[config.mk]
export PLATFORM = sky130hd
export DESIGN_NAME = regbank_arbiter
export DESIGN_NICKNAME = d
export VERILOG_FILES = /design/src/rtl/regbank_arbiter.sv
export SDC_FILE = /design/constraint.sdc
export NUM_CORES = 1
export LEC_CHECK = 0
export CAP_MARGIN = 20
export CORE_MARGIN = 2
export CORE_UTILIZATION = 40
export CTS_CLUSTER_SIZE = 16
export DETAILED_ROUTE_END_ITERATION = 7
export GPL_ROUTABILITY_DRIVEN = 0
export PLACE_DENSITY = 0.86
export RECOVER_POWER = 25
export SYNTH_ARGS = -nofsm -noshare
export SYNTH_HDL_FRONTEND = slang
export SYNTH_SLANG_ARGS = --single-unit
[constraint.sdc]
create_clock -name clk -period 5.1 [get_ports clk]
set_clock_uncertainty 0.2 [all_clocks]
set_input_delay 1.53 -clock clk [delete_from_list [all_inputs] [get_ports clk]]
set_output_delay 1.53 -clock clk [all_outputs]
set_load 0.02 [all_outputs]
[src/rtl/regbank_arbiter.sv]
// Purpose : two-port valid/ready arbiter that owns every input of the 8x8 register bank.
// Latency : read accept -> rsp_valid 2 cycles (3 cycles per read), write 2 cycles per op.
// Backpressure: req_ready is only raised in IDLE, so a second op waits for the current one.
// Ports   : clk/rst; req_* request side (valid/ready/we, per-port indices and write data);
//           rsp_valid/rsp_a/rsp_b read return; bank_* drive and read back the register bank.
module regbank_arbiter #(
  parameter int DW         = 8,
  parameter int AW         = 3,
  parameter int FIXED_PRIO = 0
) (
  input  logic          clk,
  input  logic          rst,
  input  logic [1:0]    req_valid,
  output logic [1:0]    req_ready,
  input  logic [1:0]    req_we,
  input  logic [AW-1:0] req_ra0,
  input  logic [AW-1:0] req_rb0,
  input  logic [AW-1:0] req_rd0,
  input  logic [AW-1:0] req_ra1,
  input  logic [AW-1:0] req_rb1,
  input  logic [AW-1:0] req_rd1,
  input  logic [DW-1:0] req_wd0,
  input  logic [DW-1:0] req_wd1,
  output logic [1:0]    rsp_valid,
  output logic [DW-1:0] rsp_a,
  output logic [DW-1:0] rsp_b,
  output logic          bank_rw,
  output logic [AW-1:0] bank_ri_a,
  output logic [AW-1:0] bank_ri_b,
  output logic [AW-1:0] bank_ri_d,
  output logic [DW-1:0] bank_d,
  input  logic [DW-1:0] bank_a,
  input  logic [DW-1:0] bank_b
);

  typedef enum logic [1:0] {IDLE, ISSUE, RESP} state_t;

  state_t     state;
  logic       last_port;  // port granted most recently; 1 after reset so port 0 wins the first tie
  logic       op_port;    // owner of the operation in flight
  logic       op_we;      // operation in flight is a write
  logic [1:0] grant;
  logic       win;
  logic       accept;

  // Grant is only offered in IDLE; a lone requester always wins, a tie goes by mode.
  always_comb begin
    grant = 2'b00;
    if (state == IDLE) begin
      if (req_valid == 2'b11) begin
        if (FIXED_PRIO != 0 || last_port)
          grant = 2'b01;
        else
          grant = 2'b10;
      end else begin
        grant = req_valid;
      end
    end
  end

  assign req_ready = grant;
  assign win       = grant[1];
  assign accept    = |grant;

  // Bank read data is passed straight through; rsp_valid qualifies it.
  assign rsp_a = bank_a;
  assign rsp_b = bank_b;

  always_ff @(posedge clk or posedge rst) begin
    if (rst) begin
      state     <= IDLE;
      last_port <= 1'b1;
      op_port   <= 1'b0;
      op_we     <= 1'b0;
      bank_rw   <= 1'b0;
      bank_ri_a <= '0;
      bank_ri_b <= '0;
      bank_ri_d <= '0;
      bank_d    <= '0;
      rsp_valid <= 2'b00;
    end else begin
      case (state)
        IDLE: begin
          rsp_valid <= 2'b00;
          if (accept) begin
            last_port <= win;
            op_port   <= win;
            op_we     <= req_we[win];
            bank_rw   <= req_we[win];
            bank_ri_a <= win ? req_ra1 : req_ra0;
            bank_ri_b <= win ? req_rb1 : req_rb0;
            bank_ri_d <= win ? req_rd1 : req_rd0;
            bank_d    <= win ? req_wd1 : req_wd0;
            state     <= ISSUE;
          end
        end
        ISSUE: begin
          // Bank samples at the end of this cycle; rw must be low again afterwards.
          bank_rw <= 1'b0;
          if (op_we) begin
            state <= IDLE;
          end else begin
            rsp_valid <= op_port ? 2'b10 : 2'b01;
            state     <= RESP;
          end
        end
        RESP: begin
          rsp_valid <= 2'b00;
          state     <= IDLE;
        end
        default: begin
          rsp_valid <= 2'b00;
          bank_rw   <= 1'b0;
          state     <= IDLE;
        end
      endcase
    end
  end

endmodule

Word level (Yosys, flattened, before mapping)
Index checks and enable logic that the tools add are counted.
Widths: inputs -> output; s select.

storage, ports and cells
  register bits after elaboration = 25

operators by class
  $lt $le $gt $ge = 1
  equality and inequality tests = 5
  multiplexer cells = 17
  bitwise gates (word level) = 1
  reductions and logical operators = 4

operators by type and width
  cell                number
  $mux 2              8
  $mux 3              3
  $mux 8              1
  $eq 2x2->1 const B  2
  $ne 2x2->1 const B  2
  $pmux 2 s2          1
  $reduce_and 2->1    2
  $mux 1              3
  $eq 2x1->1 const B  1
  $logic_not 2->1     1
  $lt 1x2->1 const B  1
  $pmux 1 s2          1
  $reduce_or 2->1     1
  $not 1->1           1

Depth between registers and ports, before layout
  depth after elaboration = 7
  mapped depth = 5
  depth with buffers taken out = 3

Worst setup path after synthesis
Ideal clock, no wire load.

  kind = input to output
  start point = input req_valid[0]
  end point = output req_ready[1]
  data arrival time = 2045 ps
  slack = 1325 ps
  stages = 4
  cell sequence = nand2_2 > buf_6 > and3_4 > buf_6

on the way
  word-level cells in the longest chain between the ends = 3

ends and longest elaborated chain
  element      line  source
  from (decl)  13    input logic [1:0] req_valid,
  $eq 2x2->1   50    if (req_valid == 2'b11) begin
  $mux 2       50
  $mux 2       49    if (state == IDLE) begin
  to (decl)    14    output logic [1:0] req_ready,

Every way passes these cells.

Worst setup path in the final report
Ends and elaborated chain as after synthesis.

==> out/metrics.csv <==
stage;metric;value;unit
power_and_ir_drop;power.clock.fraction;10.4;%
worst_setup_path;worstPathRequired;3.37;ns
clock_network;cts.htree.levels;1;
logic_synthesis;yosys.cell_types.count;28;
timing;maxClockFrequency;212;MHz
routing;drt_pre_antenna_iters;4;
worst_hold_path;worstHoldPathCells;1;
cells_and_area;post_route_cells_drive_above_1_share;7.22;%
grt;grt_overflow;0;
clock_network;clk_transition_reported_paths;0.09;ns
logic_synthesis;synth_cells;151;
routing;avgViaCountPerCell;5.15;
timing;period_utilisation_layout;92.3;%
routing;route.final.wire_length;3490;um
cells_and_area;final_common_cell;sky130_fd_sc_hd__clkdlybuf4s50_1;
timing;grt_setup_unrepaired;false;
floorplanning;design.portCount;94;
logic_synthesis;syn-cell-area;1520;um^2
place;number_of_placed_instances_with_taps_included;236;
clock_network;post_cts_resized;0;
power_and_ir_drop;switching_share;39.2;%
place;post-dp-hpwl;2410;um
grt;grt_pass1_wl;5530;um
floorplanning;initial_utilization;41.4;%
worst_setup_path;timing.reg2reg.setup_slack;3.23;ns
logic_synthesis;syn_nets;207;
cells_and_area;antenna_cells_inserted;0;
timing;timing_worst_slew_pin_value;1.37;ns
floorplanning;die_y;65.5;um
worst_setup_path;timing.critical_path.arrival;2.98;ns
routing;detailedRoute.firstIterationViolations;34;
floorplanning;placement_rows;22;
clock_network;cts.hold.buffers_added;0;
floorplanning;die_x;65.5;um
logic_synthesis;syn-mean-instance-area;10.0;um^2
cells_and_area;area_delta_synth_final;36.0;%
worst_hold_path;min_from;op_port$_DFFE_PP0P_;
cells_and_area;fillers;339;
power_and_ir_drop;combinational_group_share_of_total_power;58.0;%
logic_synthesis;number_of_flops_mapped_to_enable_cells_by_yosys;0;
floorplanning;die_area;4300;um^2
routing;post_drt_wl_per_cell;14.4;um
power_and_ir_drop;power_per_cell_area;555;nW/um^2
cells_and_area;final-instance-count-excl-fill;242;
clock_network;numClockSinks;25;
clock_network;cts_buffer_depth;2;
timing;report.final.slew_viol_count;0;
clock_network;cts_inserted_buffers;3;
timing;post-route-min-period;4.71;ns
clock_network;cts.repair_timing.setup_buffer_count;0;
power_and_ir_drop;p_leak;0.000952;uW
cells_and_area;final_net_count;251;
worst_setup_path;crit_fanout;5;
power_and_ir_drop;power.ir.vdd_worst;237;uV
place;port_buffers;61;
logic_synthesis;synth_sequential_area_ratio;41.4;%
timing;report.final.setup_viol;0;
logic_synthesis;prevailing_post_synth_register_cell;sky130_fd_sc_hd__dfrtp_1;
timing;hold_viol_final;0;
grt;grt_antenna_before_repair;0;
logic_synthesis;synth_seq_cells;25;
grt;first_global_vias;1220;
timing;timing.setup.tns;0;ns
worst_setup_path;crit-reg2reg-capture;bank_ri_d[1]$_DFFE_PP0P_;
outcome;status;complete, no violations;
power_and_ir_drop;power_frac_seq;31.5;%
routing;antenna_left;0;
clock_network;tritoncts;yes;
cells_and_area;layout_common_cells;sky130_fd_sc_hd__clkdlybuf4s50_1 (60), sky130_fd_sc_hd__dfrtp_1 (24), sky130_fd_sc_hd__inv_1 (23);
logic_synthesis;ys_async_sr_fraction;100;%
grt;largest_net_degree_at_the_start_of_global_routing;37;
worst_setup_path;setup.worst_path.class;primary input to output port;
grt;global_route.usage.total;16.4;%
routing;detailroute.via_count;1246;
floorplanning;placeableCoreArea;3660;um^2
worst_hold_path;hp-class;register to register;
worst_hold_path;min_to;op_port$_DFFE_PP0P_;
timing;slew_headroom;8.69;%
worst_setup_path;r2r_start;state[1]$_DFFE_PP0P_;
routing;drcViolationCount;0;
worst_setup_path;setup.worst_path.end_class;output port;
logic_synthesis;synthesis.yosys.warnings;0;
clock_network;clock_latency;0.26;ns
worst_setup_path;worstRegToRegCells;4;
clock_network;cts.root.buffer_cell;sky130_fd_sc_hd__clkbuf_8;
power_and_ir_drop;p_switching;448;uW
power_and_ir_drop;intPower;696;uW
flow_run;maxCapViolCount;0;
worst_setup_path;startpoint_type;primary input;
-- worst max-delay path, cell delays in order --
cell,delay [ns]
sky130_fd_sc_hd__clkdlybuf4s50_1,0.51
sky130_fd_sc_hd__nand2_2,0.13
sky130_fd_sc_hd__and3_4,0.20
sky130_fd_sc_hd__clkdlybuf4s50_1,0.60
-- registers in the layout, summed over array words and instances (netlist names) --
name       count
bank_ri_b      3
op_we          1
rsp_valid      2
last_port      1
state          2
bank_ri_a      3
bank_d         8
bank_rw        1
bank_ri_d      3
op_port        1
-- cells by family after synthesis --
family / share of synthesized area (%)
AO/OA/AOI/OAI: 32.1
buffers and inverters: 20.7
flip-flops: 41.4
AND/OR/NAND/NOR: 5.12
multiplexers: 0.661
-- cell type report --
| type | instances | area [um^2] | share of cell area (%) |
|---|---|---|---|
| clock buffer | 3 | 41.3 | 2.00 |
| clock inverter | 1 | 5.00 | 0.243 |
| inverter | 23 | 86.3 | 4.19 |
| multi-input combinational | 74 | 574 | 27.9 |
| sequential | 25 | 627 | 30.4 |
| tap | 48 | 60.1 | 2.91 |
| timing repair buffer | 68 | 667 | 32.4 |
-- Yosys cell counts, types with 2 or more instances --
master                       n  area [um^2]
sky130_fd_sc_hd__dfrtp_1    24          601
sky130_fd_sc_hd__inv_1      23         86.3
sky130_fd_sc_hd__a21o_1      2         15.0
sky130_fd_sc_hd__buf_6       6         67.6
sky130_fd_sc_hd__nor2_1      5         18.8
sky130_fd_sc_hd__buf_4      16          120
sky130_fd_sc_hd__a211o_1    17          149
sky130_fd_sc_hd__a2111oi_0  18          158
sky130_fd_sc_hd__o21a_1     17          128
sky130_fd_sc_hd__buf_2       2         10.0
sky130_fd_sc_hd__clkbuf_1    4         15.0
-- routing by layer --
| metal | global-route usage, % | up-vias | share of wire [%] |
|---|---|---|---|
| met5 | 0 | - | 0 |
| met4 | 4.43 | 0 | 0.43 |
| met3 | 3.60 | 2 | 5.8 |
| met2 | 29.0 | 42 | 52 |
| met1 | 20.0 | 588 | 42 |
| li1 | - | 614 | - |
-- power groups by stage --
stage	Clock (uW)	Combinational, uW	Sequential, uW
2_1_floorplan	0	375	454
3_3_place_gp	0	637	360
3_5_place_dp	0	648	366
4_1_cts	122	651	362
5_1_grt	133	716	375
6_report	119	664	360
-- worst max path at each step --
| stage | startpoint | endpoint | slack, ns | depth (start not counted) |
|---|---|---|---|---|
| 6_report | req_valid[0] | req_ready[1] | 0.39 | 4 |
| 5_1_grt | req_valid[0] | req_ready[0] | 0.33 | 4 |
| 4_1_cts | req_valid[0] | req_ready[1] | 0.40 | 4 |
| 3_5_place_dp | req_valid[0] | req_ready[1] | 0.41 | 4 |
| 3_3_place_gp | req_valid[0] | req_ready[1] | 0.42 | 4 |
| 2_1_floorplan | req_valid[0] | req_ready[1] | 1.33 | 4 |
-- stage by stage --
step	hold slack, ns	cell area [um^2]	power (uW)	setup WS, ns	util [%]
5_1_grt	0.335	2060	1220	0.328	56.3
3_5_place_dp	0.304	2000	1010	0.410	54.5
4_1_cts	0.325	2040	1130	0.398	55.8
3_3_place_gp	0.288	2000	997	0.419	54.5
2_1_floorplan	0.272	1520	829	1.33	-
6_report	0.313	2060	1140	0.394	56.3
No activity file was read; power rests on OpenSTA's default activity.
